--- config.mk ---
export PLATFORM = sky130hd
export DESIGN_NAME = fir_out_requantizer
export DESIGN_NICKNAME = d
export VERILOG_FILES = /design/src/rtl/fir_out_requantizer.sv
export SDC_FILE = /design/constraint.sdc
export NUM_CORES = 1
export LEC_CHECK = 0
export ABC_AREA = 1
export BUFFER_PORTS_ARGS = -buffer_cell sky130_fd_sc_hd__buf_2
export CAP_MARGIN = 20
export CORE_MARGIN = 3
export CORE_UTILIZATION = 30
export CTS_BUF_LIST = sky130_fd_sc_hd__clkbuf_4 sky130_fd_sc_hd__clkbuf_8 sky130_fd_sc_hd__clkbuf_16
export DETAILED_ROUTE_END_ITERATION = 8
export GPL_ROUTABILITY_DRIVEN = 0
export SLEW_MARGIN = 15
export SYNTH_ARGS = -nofsm -noshare
export SYNTH_HDL_FRONTEND = slang
export SYNTH_SLANG_ARGS = --single-unit
--- constraint.sdc ---
create_clock -name CLK -period 1.3 [get_ports CLK]
set_clock_uncertainty 0.1 [all_clocks]
set_input_delay 0 -clock CLK [delete_from_list [all_inputs] [get_ports CLK]]
set_output_delay 0 -clock CLK [all_outputs]
set_load 0.01 [all_outputs]
--- src/rtl/fir_out_requantizer.sv ---
// Two-stage requantizer from the Q12.10 FIR output to Q4.5: S1 rounds, S2 saturates, with a valid/ready handshake.
// Define FIR_REQ_CONV_ROUND_EN for round-half-to-even; the default build rounds half-up.
module fir_out_requantizer #(
    parameter int WII = 12,
    parameter int WFI = 10,
    parameter int WIO = 4,
    parameter int WFO = 5
) (
    input  logic                 CLK,
    input  logic                 RESET,
    input  logic [WII+WFI-1:0]   Filt_In,
    input  logic                 ovf_in,
    input  logic                 in_valid,
    output logic                 in_ready,
    output logic [WIO+WFO-1:0]   Req_Out,
    output logic                 out_sat,
    output logic                 out_ovf,
    output logic                 out_valid,
    input  logic                 out_ready,
    input  logic                 cnt_clr,
    output logic [7:0]           sat_count
);

    localparam int WI = WII + WFI;
    localparam int SH = WFI - WFO;
    localparam int WE = WI + 1;
    localparam int WR = WE - SH;
    localparam int WO = WIO + WFO;
    localparam logic [WE-1:0] RND_HALF = WE'(2 ** (SH - 1));

    logic              en1, en2;
    logic [WE-1:0]     ext, rnd, sum;
    logic [WR-1:0]     rounded;
    logic [WR-WO:0]    upper;
    logic              clip;
    logic [WO-1:0]     sat_val;

    logic              s1_valid_q, s1_valid_d;
    logic [WR-1:0]     s1_val_q, s1_val_d;
    logic              s1_ovf_q, s1_ovf_d;
    logic              s2_valid_q, s2_valid_d;
    logic [WO-1:0]     req_q, req_d;
    logic              sat_q, sat_d;
    logic              ovf_q, ovf_d;
    logic [7:0]        cnt_q, cnt_d;

    always_comb begin
        en2 = ~s2_valid_q | out_ready;
        en1 = ~s1_valid_q | en2;

        ext = {Filt_In[WI-1], Filt_In};
`ifdef FIR_REQ_CONV_ROUND_EN
        rnd = RND_HALF - WE'(1) + WE'(Filt_In[SH]);
`else
        rnd = RND_HALF;
`endif
        sum     = ext + rnd;
        rounded = WR'($signed(sum) >>> SH);

        // The value fits the output iff every bit above the output sign bit copies it.
        upper   = s1_val_q[WR-1:WO-1];
        clip    = ~((&upper) | ~(|upper));
        sat_val = s1_val_q[WR-1] ? {1'b1, {(WO-1){1'b0}}} : {1'b0, {(WO-1){1'b1}}};

        s1_valid_d = s1_valid_q;
        s1_val_d   = s1_val_q;
        s1_ovf_d   = s1_ovf_q;
        s2_valid_d = s2_valid_q;
        req_d      = req_q;
        sat_d      = sat_q;
        ovf_d      = ovf_q;
        cnt_d      = cnt_q;

        if (en1) begin
            s1_valid_d = in_valid;
            if (in_valid) begin
                s1_val_d = rounded;
                s1_ovf_d = ovf_in;
            end
        end

        if (en2) begin
            s2_valid_d = s1_valid_q;
            if (s1_valid_q) begin
                req_d = clip ? sat_val : s1_val_q[WO-1:0];
                sat_d = clip;
                ovf_d = s1_ovf_q | clip;
            end
        end

        if (cnt_clr) begin
            cnt_d = 8'd0;
        end else if (s2_valid_q && out_ready && sat_q && cnt_q != 8'hFF) begin
            cnt_d = cnt_q + 8'd1;
        end
    end

    always_ff @(posedge CLK) begin
        if (RESET) begin
            s1_valid_q <= 1'b0;
            s2_valid_q <= 1'b0;
            req_q      <= '0;
            sat_q      <= 1'b0;
            ovf_q      <= 1'b0;
            cnt_q      <= 8'd0;
        end else begin
            s1_valid_q <= s1_valid_d;
            s2_valid_q <= s2_valid_d;
            req_q      <= req_d;
            sat_q      <= sat_d;
            ovf_q      <= ovf_d;
            cnt_q      <= cnt_d;
        end
    end

    // NOTE: S1 payload is left out of reset; it is only observed while s1_valid_q is set.
    always_ff @(posedge CLK) begin
        s1_val_q <= s1_val_d;
        s1_ovf_q <= s1_ovf_d;
    end

    assign in_ready  = en1;
    assign out_valid = s2_valid_q;
    assign Req_Out   = req_q;
    assign out_sat   = sat_q;
    assign out_ovf   = ovf_q;
    assign sat_count = cnt_q;

endmodule

# Word level (Yosys, flattened, before mapping)
# Cells that the tools add are included.
[word_totals]
in_bits = 28
ff_bits = 40
out_inout_bits = 21
wordCells = 29
[op_classes]
n_eq_ne = 1
n_reduce_logical = 8
muxes = 2
n_addsub = 2
bitwise = 8
[ops]
columns = ["cell", "n"]
rows = [
  ["adder 22 x 6 -> 23 bit (second input constant)", 1],
  ["2-to-1 mux 9 bit", 2],
  ["AND reduction 10 bit", 1],
  ["OR reduction 10 bit", 1],
  ["adder 8 x 1 -> 8 bit (second input constant)", 1],
  ["!= test 8 bit (second input constant)", 1],
  ["NOT 1 bit", 4],
  ["OR 1 bit", 4],
  ["AND reduction 2 bit", 2],
  ["logical AND 1 bit", 3],
  ["OR reduction 2 bit", 1],
]

# Depth between registers and ports, before layout
# Gate-level depths: netlist (run 1).
[depth]
word_depth = 5
ltp_mapped = 10
depth_no_buf = 9

# Worst setup path after synthesis (run 1)
# OpenSTA, ideal clock, no wires.
[synth_path]
kind = "flip-flop to flip-flop"
startpoint = "reg s2_valid_q (netlist: out_valid)"
endpoint = "reg s1_ovf_q (enable)"
arrival_time_ps = 1023
n_path_buf = 0
setup_ps = 374
synth_period_minus_slack_ps = 1497
stages_incl_launch_ff = 4
setup_slack_ps = -197
path_cell_list = "dfxtp_1 nand3_1 nand2_1 inv_1"
[synth_via]
elab_chain_cells = 4
[synth_rtl]
columns = ["item", "line", "source"]
rows = [
  ["start, declared", "41", "logic s2_valid_q, s2_valid_d;"],
  ["start signal, assigned", "108", "s2_valid_q <= s2_valid_d;"],
  ["NOT 1 bit", "48", "en2 = ~s2_valid_q | out_ready;"],
  ["OR 1 bit", "48", ""],
  ["OR 1 bit", "49", "en1 = ~s1_valid_q | en2;"],
  ["net in_ready", "14", "output logic in_ready,"],
  ["AND reduction 2 bit (no source line)", "n/a", ""],
  ["end signal, assigned", "119", "s1_ovf_q <= s1_ovf_d;"],
  ["end, declared", "40", "logic s1_ovf_q, s1_ovf_d;"],
]
# The timed path passes the listed nets, and every way through them passes these cells.
# A chain may end at the register's enable or synchronous reset.

# Final worst setup path (run 1)
[layout_path]
startpoint = "reg s1_val_q[8]"
endpoint = "reg req_q[6] (netlist: Req_Out[6])"
[layout_via]
elab_chain_cells = 4
word_cells_on_any_way = 5
[layout_rtl]
columns = ["item", "line", "source"]
rows = [
  ["start, declared", "39", "logic [WR-1:0] s1_val_q, s1_val_d;"],
  ["start signal, assigned", "118", "s1_val_q <= s1_val_d;"],
  ["OR reduction 10 bit", "62", "clip = ~((&upper) | ~(|upper));"],
  ["NOT 1 bit", "62", ""],
  ["OR 1 bit *", "62", ""],
  ["2-to-1 mux 9 bit *", "85", "req_d = clip ? sat_val : s1_val_q[WO-1:0];"],
  ["end signal, assigned", "109", "req_q <= req_d;"],
  ["end, declared", "42", "logic [WO-1:0] req_q, req_d;"],
]
# Mark *: on every way between the ends. The rest lies on a longest branch, timed or not.

==> run metrics, run 1 <==
outcome finished with violations; violated checks hold timing, setup timing; unique cell type count in the Yosys netlist 28; area after detailed placement approximately 0.0025 mm²; Power Total about 2.8 mW; Cell Count Post-Placement roughly 360; final setup violation count 16; Area contributors post-synth sky130_fd_sc_hd__edfxtp_1 30%, sky130_fd_sc_hd__dfxtp_1 22%, sky130_fd_sc_hd__nand2_1 10%; row cnt 28; Data required, critical path 1.42 ns; cell type of the slowest stage on the worst timing path sky130_fd_sc_hd__edfxtp_1; antenna violations before repair 0; total power per unit cell area 927 mW/mm²; grt total ovfl 0; TritonCTS clock tree yes; RSZ-0062 raised after global routing yes; Yosys top cell area share 0.295; top flip-flop cell by instance count after synthesis sky130_fd_sc_hd__dfxtp_1; transition time at the pin with the least slew margin about 0.3 ns; total CTS buffers 5; Avg WL per Cell 11.4 µm; fraction of final layout cells sized beyond drive strength 1 0.453; number of placed I/O pins between 40 and 50; area of the die approximately 0.0074 mm²; area of the core region ~0.0061 mm²; Max FO, Critical Path 7; detailed placement HPWL about 3000 µm; Synth Warn # 0; via total after detailed routing roughly 1800; max-slew violation count 0; first-pass detailed-route iteration total 4; cell area after synthesis between 0.0015 and 0.002 mm²; Period minus WS final approximately 1.4 ns; Final Core Density 0.499; DRC Markers 0; die boundary width 86.3 µm; startpoint type of the worst setup path flip-flop; Total GRT Usage 0.118; path category of the worst min-delay check input port to flip-flop; post-synthesis cell count 220; arrival time at the worst endpoint approximately 1.5 ns; highest cell delay on the worst timing path ~0.4 ns; Iter 0 DRT Violations 67; class of the most critical setup path flip-flop to flip-flop; wire length of the first global-routing pass ~7000 µm; synth cell count leaders 52 x sky130_fd_sc_hd__nand2_1, 23 x sky130_fd_sc_hd__inv_1, 21 x sky130_fd_sc_hd__dfxtp_1, 19 x sky130_fd_sc_hd__edfxtp_1, 19 x sky130_fd_sc_hd__nor2_1; wirelength, routed between 4000 and 5000 µm; critical path, cell by cell buf_4, nand2_2, nor2_1, nand3_1, nand2_2, nor2_1, nor2_4, a21oi_1; via count of the first global-routing pass between 1500 and 2000; initial core utilization 0.317; post-route cell area 0.00304 mm²; Critical path buffers and inverters 1; count of inserted antenna diode cells 0; count of H-tree levels built during CTS 2; Reg clk slew, reported paths roughly 0.08 ns; period utilisation layout 1.05; most instantiated library cell after synthesis sky130_fd_sc_hd__nand2_1; net count reported at finish about 350; sequential cell area fraction in the yosys report 0.513; leakage power total 1.29 nW; Critical Path End Type flip-flop; root cell of the clock tree sky130_fd_sc_hd__clkbuf_8; category of cells accounting for the largest share of critical-path delay simple AND/OR/NAND/NOR gates; post-synthesis cell type with the largest combined area sky130_fd_sc_hd__edfxtp_1; Max Fclk around 730 MHz; clock buffer depth 2; max-cap check violation count 0; number of enable-type register cells in the synthesized netlist 19; floorplan die height 86.3 µm; post-detailed-route count of antenna-violating nets 0; Syn-to-layout area delta 57.2%; Synth Area per Inst around 9 µm²; final hold vios 1; number of nets produced by synthesis 250; worst slack on hold paths -0.0248 ns; largest net degree at the start of global routing 20; setup total negative slack -0.792 ns; number of clock sinks 40; relative slew slack 0.800; #FFs+latches synth 40; post-layout instance count excluding filler cells between 300 and 400; via-per-instance ratio 4.56; peak supply drop roughly 0.58 mV; number of buffer cells added on primary ports between 40 and 50; Async S/R FF share, synth 0; clock insertion delay at the later pin of the skew report approximately 0.29 ns; final worst-path setup slack -0.0692 ns; Setup Slack @ Placement -0.128 ns
-- cell type report --
cell class | count | area [µm²]
fill | 573 | 3060
multi-input combinational | 155 | 1070
sequential | 40 | 1010
timing repair buffer | 90 | 637
inverter | 24 | 101
tap | 75 | 93.8
clock buffer | 6 | 82.6
clock inverter | 2 | 38.8
timing repair inverter | 1 | 8.76
-- kinds of logic after synthesis --
kind of cell | count (synthesis) | synth area share
AND/OR/NAND/NOR | 104 | 0.257
flip-flops | 40 | 0.513
AO/OA/AOI/OAI | 30 | 0.0816
buffers and inverters | 26 | 0.0544
XOR/XNOR | 18 | 0.0816
adder cells (fa/ha/maj) | 2 | 0.0129
-- worst min-delay path: stages --
cell	delay, ns
sky130_fd_sc_hd__buf_2	0.08
sky130_fd_sc_hd__inv_1	0.11
sky130_fd_sc_hd__nand2_1	0.09
sky130_fd_sc_hd__a21oi_1	0.05
-- flip-flops by register name, indices dropped and copies added (netlist names) --
signal / count
out_ovf: 1
out_valid: 1
s1_val_q: 18
s1_ovf_q: 1
Req_Out: 9
s1_valid_q: 1
sat_count: 8
out_sat: 1
-- power breakdown --
part | switching (mW) | internal, mW
clock | 0.435 | 0.628
combinational | 0.175 | 0.163
sequential | 0.0312 | 1.39
-- repair_timing --
item / in CTS / in global routing
hold endpoints to repair: 24 / 0
endpoints found under the setup margin: 17 / 23
gates cloned: 2 / 1
resized for setup: 8 / 48
setup buffers: 1 / 4
hold buffers: 19 / 0
pin swaps: 4 / 7
-- placed cells by master (no fill, tap or decap), types with 6 or more instances in the layout --
| master | n |
|---|---|
| sky130_fd_sc_hd__inv_1 | 22 |
| sky130_fd_sc_hd__edfxtp_1 | 19 |
| sky130_fd_sc_hd__nor2_4 | 9 |
| sky130_fd_sc_hd__a21oi_1 | 14 |
| sky130_fd_sc_hd__xor2_1 | 9 |
| sky130_fd_sc_hd__nand2_2 | 14 |
| sky130_fd_sc_hd__buf_2 | 45 |
| sky130_fd_sc_hd__clkbuf_8 | 6 |
| sky130_fd_sc_hd__o21ai_0 | 8 |
| sky130_fd_sc_hd__nor2_1 | 14 |
| sky130_fd_sc_hd__nand2_1 | 37 |
| sky130_fd_sc_hd__nand3_2 | 8 |
| sky130_fd_sc_hd__buf_4 | 24 |
| sky130_fd_sc_hd__dfxtp_1 | 14 |
| sky130_fd_sc_hd__xnor2_1 | 8 |
| sky130_fd_sc_hd__dlygate4sd3_1 | 18 |
-- final timing paths --
check	startpoint	end	slack [ns]	cells past startpoint
max	s1_val_q[8]	Req_Out[6]	-0.07	8
max reg2reg	s1_val_q[8]	Req_Out[6]	-0.07	8
min reg2reg	s1_ovf_q	out_ovf	0.37	2
min	out_ready	out_valid	-0.02	4
-- routing by layer --
layer / wire length, µm / track usage / share of wire / up-vias
met3: 255 / 0.0304 / 0.057 / 6
li1: - / - / - / 918
met5: 0 / 0 / 0 / -
met1: 1800 / 0.142 / 0.40 / 818
met2: 2400 / 0.202 / 0.53 / 50
met4: 46 / 0.0425 / 0.010 / 0
(Power assumes the default switching activity.)
==> inputs of run 2 (changes only) <==
--- a/config.mk
+++ b/config.mk
@@ -8,6 +8,7 @@
 export ABC_AREA = 1
 export BUFFER_PORTS_ARGS = -buffer_cell sky130_fd_sc_hd__buf_2
 export CAP_MARGIN = 20
+export CORE_ASPECT_RATIO = 1.1
 export CORE_MARGIN = 3
 export CORE_UTILIZATION = 30
 export CTS_BUF_LIST = sky130_fd_sc_hd__clkbuf_4 sky130_fd_sc_hd__clkbuf_8 sky130_fd_sc_hd__clkbuf_16
==> run metrics, run 2 (synthesized netlist as in run 1, its figures left out) <==
outcome finished with violations (unchanged); violated checks setup timing (was hold timing, setup timing); clock insertion delay at the later pin of the skew report 0.28 ns (was 0.29 ns); critical path, cell by cell ha_4, nand3_4, nor2_4, nand2_2, nand2_4, inv_6, nand2_1, nand2_1, a21oi_2 (was buf_4, nand2_2, nor2_1, nand3_1, nand2_2, nor2_1, nor2_4, a21oi_1); commonest non-fill, non-tap cell in the layout sky130_fd_sc_hd__buf_2 (unchanged); TritonCTS clock tree yes (unchanged); number of buffer cells added on primary ports 44 (unchanged); final worst-path setup slack -0.105 ns (was -0.0692 ns); Critical Path End Type flip-flop (unchanged); area of the die 0.00744 mm² (about the same); arrival time at the worst endpoint 1.52 ns (was 1.49 ns); final setup violation count 17 (was 16); RSZ-0062 raised after global routing yes (unchanged); via-per-instance ratio 4.50 (was 4.56); first-pass detailed-route iteration total 4 (unchanged); die boundary width 82.5 µm (was 86.3 µm); class of the most critical setup path flip-flop to flip-flop (unchanged); detailed placement HPWL 3070 µm (was 3000 µm); register with the highest flop count s1_val_q (unchanged); startpoint type of the worst setup path flip-flop (unchanged); cell type of the slowest stage on the worst timing path sky130_fd_sc_hd__dfxtp_4 (was sky130_fd_sc_hd__edfxtp_1); Power Total 2.54 mW (was 2.82 mW); initial core utilization 0.312 (was 0.317); path category of the worst min-delay check input port to flip-flop (unchanged); row cnt 30 (was 28); largest net degree at the start of global routing 20 (unchanged); via count of the first global-routing pass 1729 (was 1604); grt total ovfl 0 (unchanged); total power per unit cell area 871 mW/mm² (was 927 mW/mm²); setup total negative slack -1.04 ns (was -0.792 ns); most frequent cell on the critical path sky130_fd_sc_hd__nand2_1; via total after detailed routing 1773 (was 1792); leakage power total 1.21 nW (was 1.29 nW); root cell of the clock tree sky130_fd_sc_hd__clkbuf_8 (unchanged); fraction of final layout cells sized beyond drive strength 1 0.417 (was 0.453); net count reported at finish 343 (was 347); relative slew slack 0.820 (was 0.800); Cell Count Post-Placement 361 (was 359); period utilisation layout 1.08 (was 1.05); Max Fclk 712 MHz (was 730 MHz); final hold vios 0 (was 1); worst slack on hold paths 0.0283 ns (was -0.0248 ns); area of the core region 0.00619 mm² (was 0.00610 mm²); transition time at the pin with the least slew margin 0.269 ns (was 0.300 ns); peak supply drop 0.434 mV (was 0.580 mV); number of placed I/O pins 49 (unchanged); Period minus WS final 1.40 ns (was 1.37 ns); DRC Markers 0 (unchanged); antenna violations before repair 0 (unchanged); highest cell delay on the worst timing path 0.36 ns (was 0.39 ns); wire length of the first global-routing pass 7270 µm (was 6970 µm); leading cell types in the layout, fill and taps excluded 45 x sky130_fd_sc_hd__buf_2, 43 x sky130_fd_sc_hd__nand2_1, 22 x sky130_fd_sc_hd__inv_1 (was 45 x sky130_fd_sc_hd__buf_2, 37 x sky130_fd_sc_hd__nand2_1, 24 x sky130_fd_sc_hd__buf_4); post-layout instance count excluding filler cells 394 (was 393); max reg flops 18 (unchanged); Data required, critical path 1.42 ns (about the same); max-slew violation count 0 (unchanged); floorplan die height 90.2 µm (was 86.3 µm); Total GRT Usage 0.123 (was 0.118); total CTS buffers 5 (unchanged); Final Core Density 0.471 (was 0.499); Critical path buffers and inverters 1 (unchanged); Max FO, Critical Path 5 (was 7); post-detailed-route count of antenna-violating nets 0 (unchanged); max-cap check violation count 0 (unchanged); count of inserted antenna diode cells 0 (unchanged); Iter 0 DRT Violations 43 (was 67); wirelength, routed 4410 µm (was 4500 µm); clock buffer depth 2 (unchanged); number of clock sinks 40 (unchanged); Syn-to-layout area delta 50.8% (was 57.2%); count of H-tree levels built during CTS 2 (unchanged); Avg WL per Cell 11.2 µm (was 11.4 µm); category of cells accounting for the largest share of critical-path delay simple AND/OR/NAND/NOR gates (unchanged); Reg clk slew, reported paths 0.07 ns (was 0.08 ns)
[run 2: timing repair]
item | CTS | global route
endpoints found under the setup margin | 18 | 40
pin swaps | 11 | 11
resized for setup | 16 | 25
gates cloned | 2 | 1
hold buffers | 19 | 0
buffers inserted | 2 | 2
endpoints found under the hold margin | 24 | 0
[run 2: routing by layer]
metal	vias to the layer above	share of wire	track usage	routed length (µm)
met1	818	0.38	0.129	1670
met5	-	0	0	0
met4	0	0.011	0.0395	49
met3	6	0.050	0.0341	220
li1	908	-	-	-
met2	41	0.56	0.228	2480
[run 2: path summary, 6_finish.rpt]
path                                    from           end  slack [ns]  cells after the start
worst max register to register  sat_count[0]  sat_count[6]       -0.10                      9
worst min-delay path              Filt_In[9]   s1_val_q[5]        0.03                      3
worst max-delay path            sat_count[0]  sat_count[6]       -0.10                      9
worst min register to register      s1_ovf_q       out_ovf        0.37                      2
[run 2: metrics by stage]
stage	worst slack [ns]	cell area, µm²
6_report	-0.105	2920
5_1_grt	-0.198	2920
4_1_cts	-0.157	2790
3_5_place_dp	-0.148	2450
3_3_place_gp	-0.117	2450
2_1_floorplan	-0.0367	1990
[run 2: power breakdown]
| part | leakage (nW) | switching [mW] | internal, mW | total, mW |
|---|---|---|---|---|
| Sequential | 0.360 | 0.0330 | 1.39 | 1.42 |
| Combinational | 0.807 | 0.175 | 0.161 | 0.336 |
| Clock | 0.0437 | 0.397 | 0.387 | 0.784 |
[run 2: cell type report]
cell class                      count  area [µm²]
Tap cell                           80         100
Clock buffer                        6        76.3
Fill cell                         608        3280
Clock inverter                      2        7.51
Timing Repair Buffer               86         599
Inverter                           24        98.8
Multi-Input combinational cell    155        1020
Timing Repair inverter              1        6.26
Sequential cell                    40        1000
[run 2: tightest hold or removal path, stage by stage]
cell and delay [ns]:
sky130_fd_sc_hd__buf_2 0.11, sky130_fd_sc_hd__nand3_1 0.09, sky130_fd_sc_hd__xnor2_1 0.11
==> inputs of run 3 (changes only) <==
--- a/config.mk
+++ b/config.mk
@@ -18,3 +18,4 @@
 export SYNTH_ARGS = -nofsm -noshare
 export SYNTH_HDL_FRONTEND = slang
 export SYNTH_SLANG_ARGS = --single-unit
+export TNS_END_PERCENT = 50
==> run metrics, run 3 (synthesized netlist as in run 1, its figures left out) <==
outcome finished with violations (unchanged); violated checks setup timing (unchanged); max-slew violation count 0 (unchanged); category of cells accounting for the largest share of critical-path delay simple AND/OR/NAND/NOR gates (unchanged); Critical Path End Type flip-flop (unchanged); grt total ovfl 0 (unchanged); DRC Markers 0 (unchanged); clock insertion delay at the later pin of the skew report 0.29 ns (was 0.28 ns); wirelength, routed 4290 µm (was 4410 µm); leakage power total 1.24 nW (was 1.21 nW); Reg-to-Reg Start sat_count[1] (was sat_count[0]); Period minus WS final 1.41 ns (was 1.40 ns); relative slew slack 0.704 (was 0.820); Max Fclk 710 MHz (was 712 MHz); first-pass detailed-route iteration total 4 (unchanged); peak supply drop 0.373 mV (was 0.434 mV); Crit. Startpoint sat_count[1] (was sat_count[0]); via-per-instance ratio 4.29 (was 4.50); cell type of the slowest stage on the worst timing path sky130_fd_sc_hd__dfxtp_4 (unchanged); Setup Slack @ Placement -0.146 ns (was -0.148 ns); Total GRT Usage 0.111 (was 0.123); Data required, critical path 1.43 ns (was 1.42 ns); root cell of the clock tree sky130_fd_sc_hd__clkbuf_8 (unchanged); depth of the worst register-to-register path 9 (unchanged); register with the highest flop count s1_val_q (unchanged); total power per unit cell area 937 mW/mm² (was 871 mW/mm²); Worst Hold Launch Filt_In[9] (unchanged); number of buffer cells added on primary ports 44 (unchanged); initial core utilization 0.312 (unchanged); transition time at the pin with the least slew margin 0.443 ns (was 0.269 ns); largest net degree at the start of global routing 20 (unchanged); class of the most critical setup path flip-flop to flip-flop (unchanged); Syn-to-layout area delta 52.2% (was 50.8%); Worst Hold Endpoint s1_val_q[5] (unchanged); net count reported at finish 347 (was 343); row cnt 30 (unchanged); clock buffer depth 2 (unchanged); via count of the first global-routing pass 1536 (was 1729); Critical path buffers and inverters 1 (unchanged); area occupied by multi-input gates 996 µm² (was 0.00102 mm²); commonest non-fill, non-tap cell in the layout sky130_fd_sc_hd__nand2_1 (was sky130_fd_sc_hd__buf_2); area of the die 0.00744 mm² (unchanged); final setup violation count 18 (was 17); path category of the worst min-delay check input port to flip-flop (unchanged); max reg flops 18 (unchanged); RSZ-0062 raised after global routing yes (unchanged); Avg WL per Cell 10.8 µm (was 11.2 µm); Final Core Density 0.475 (was 0.471); Sequential cell area 1000 µm² (was 0.00100 mm²); startpoint type of the worst setup path flip-flop (unchanged); total CTS buffers 5 (unchanged); max-cap check violation count 0 (unchanged); via total after detailed routing 1706 (was 1773); wire length of the first global-routing pass 6530 µm (was 7270 µm); Iter 0 DRT Violations 40 (was 43); Power Total 2.76 mW (was 2.54 mW); detailed placement HPWL 3050 µm (was 3070 µm); post-detailed-route count of antenna-violating nets 0 (unchanged); count of inserted antenna diode cells 0 (unchanged); leading cell types in the layout, fill and taps excluded 47 x sky130_fd_sc_hd__nand2_1, 45 x sky130_fd_sc_hd__buf_2, 24 x sky130_fd_sc_hd__buf_4 (was 45 x sky130_fd_sc_hd__buf_2, 43 x sky130_fd_sc_hd__nand2_1, 22 x sky130_fd_sc_hd__inv_1); die boundary width 82.5 µm (unchanged); count of H-tree levels built during CTS 2 (unchanged); antenna violations before repair 0 (unchanged); Reg clk slew, reported paths 0.08 ns (was 0.07 ns); TritonCTS clock tree yes (unchanged); end of the worst register-to-register path sat_count[2] (was sat_count[6]); final hold vios 0 (unchanged); area of the core region 0.00619 mm² (unchanged); fraction of final layout cells sized beyond drive strength 1 0.403 (was 0.417); number of placed I/O pins 49 (unchanged); floorplan die height 90.2 µm (unchanged); arrival time at the worst endpoint 1.54 ns (was 1.52 ns); period utilisation layout 1.08 (about the same); highest cell delay on the worst timing path 0.36 ns (about the same); final worst-path setup slack -0.109 ns (was -0.105 ns); worst setup slack for register-to-register paths -0.11 ns (was -0.10 ns); critical path, cell by cell ha_4, nand3_4, nor2_4, nand2_2, nand2_4, inv_6, nand3_2, nand2_1, a21oi_2 (was ha_4, nand3_4, nor2_4, nand2_2, nand2_4, inv_6, nand2_1, nand2_1, a21oi_2); worst hold path stage count 3 (unchanged); Max FO, Critical Path 5 (unchanged); number of clock sinks 40 (unchanged); number of fillers in the final layout 603 (was 608)
run 3: cell types whose count changed in the layout (fill, tap and decap cells not counted), sizes merged:
cell,delta
clkinv,-1
bufinv,+1
clkinvlp,+1
clkbuf,-1
buf,+4
run 3: cell type report:
type | instances | share of cell area
Clock inverter | 3 | 0.0145
Sequential cell | 40 | 0.340
Inverter | 24 | 0.0336
Tap cell | 80 | 0.0340
Multi-Input combinational cell | 155 | 0.339
Timing Repair Buffer | 90 | 0.214
Clock buffer | 5 | 0.0234
Timing Repair inverter | 1 | 0.00213
run 3: timing repair:
| item | in CTS | in global routing |
|---|---|---|
| setup endpoints to repair | 17 | 40 |
| pin swaps | 4 | 14 |
| cloned | 0 | 3 |
| setup buffers | 0 | 4 |
| resized for setup | 6 | 31 |
| endpoints found under the hold margin | 26 | 0 |
| hold buffers | 19 | 0 |
run 3: worst max-delay path by stage:
stage / end / slack [ns] / cells past startpoint
after floorplan: sat_count[2] / -0.05 / 9
after global placement: Req_Out[3] / -0.12 / 7
after detailed placement: Req_Out[5] / -0.15 / 7
after CTS: Req_Out[0] / -0.15 / 7
after global routing: sat_count[6] / -0.22 / 8
final: sat_count[2] / -0.11 / 9
run 3: per-stage QoR:
stage,cell area [µm²],std cells,setup TNS [ns],hold WS [ns]
floorplan,1970,220,-0.390,-0.0406
global placement,2460,364,-1.52,0.0794
detailed placement,2460,364,-1.89,0.0821
CTS,2780,391,-2.48,0.0173
global route,2940,398,-3.48,0.0331
finish,2940,398,-1.33,0.0281
run 3: power by group:
group	internal (mW)	total (mW)	leakage, nW	switching (mW)
Clock	0.568	1.00	0.0541	0.433
Sequential	1.39	1.42	0.359	0.0315
Combinational	0.164	0.335	0.828	0.171
Total	2.12	2.76	1.24	0.635
run 3: tightest hold or removal path, delay by kind of cell:
kind / cells / cell delay (ns)
and+or+nand+nor: 1 / 0.09
buffers and inverters: 1 / 0.11
xor gates and xnor gates: 1 / 0.11
run 3: layer usage:
| metal | global-route usage | part of all wire |
|---|---|---|
| met4 | 0.0409 | 0.0068 |
| met5 | 0 | 0 |
| met1 | 0.135 | 0.43 |
| met3 | 0.0351 | 0.060 |
| met2 | 0.180 | 0.51 |
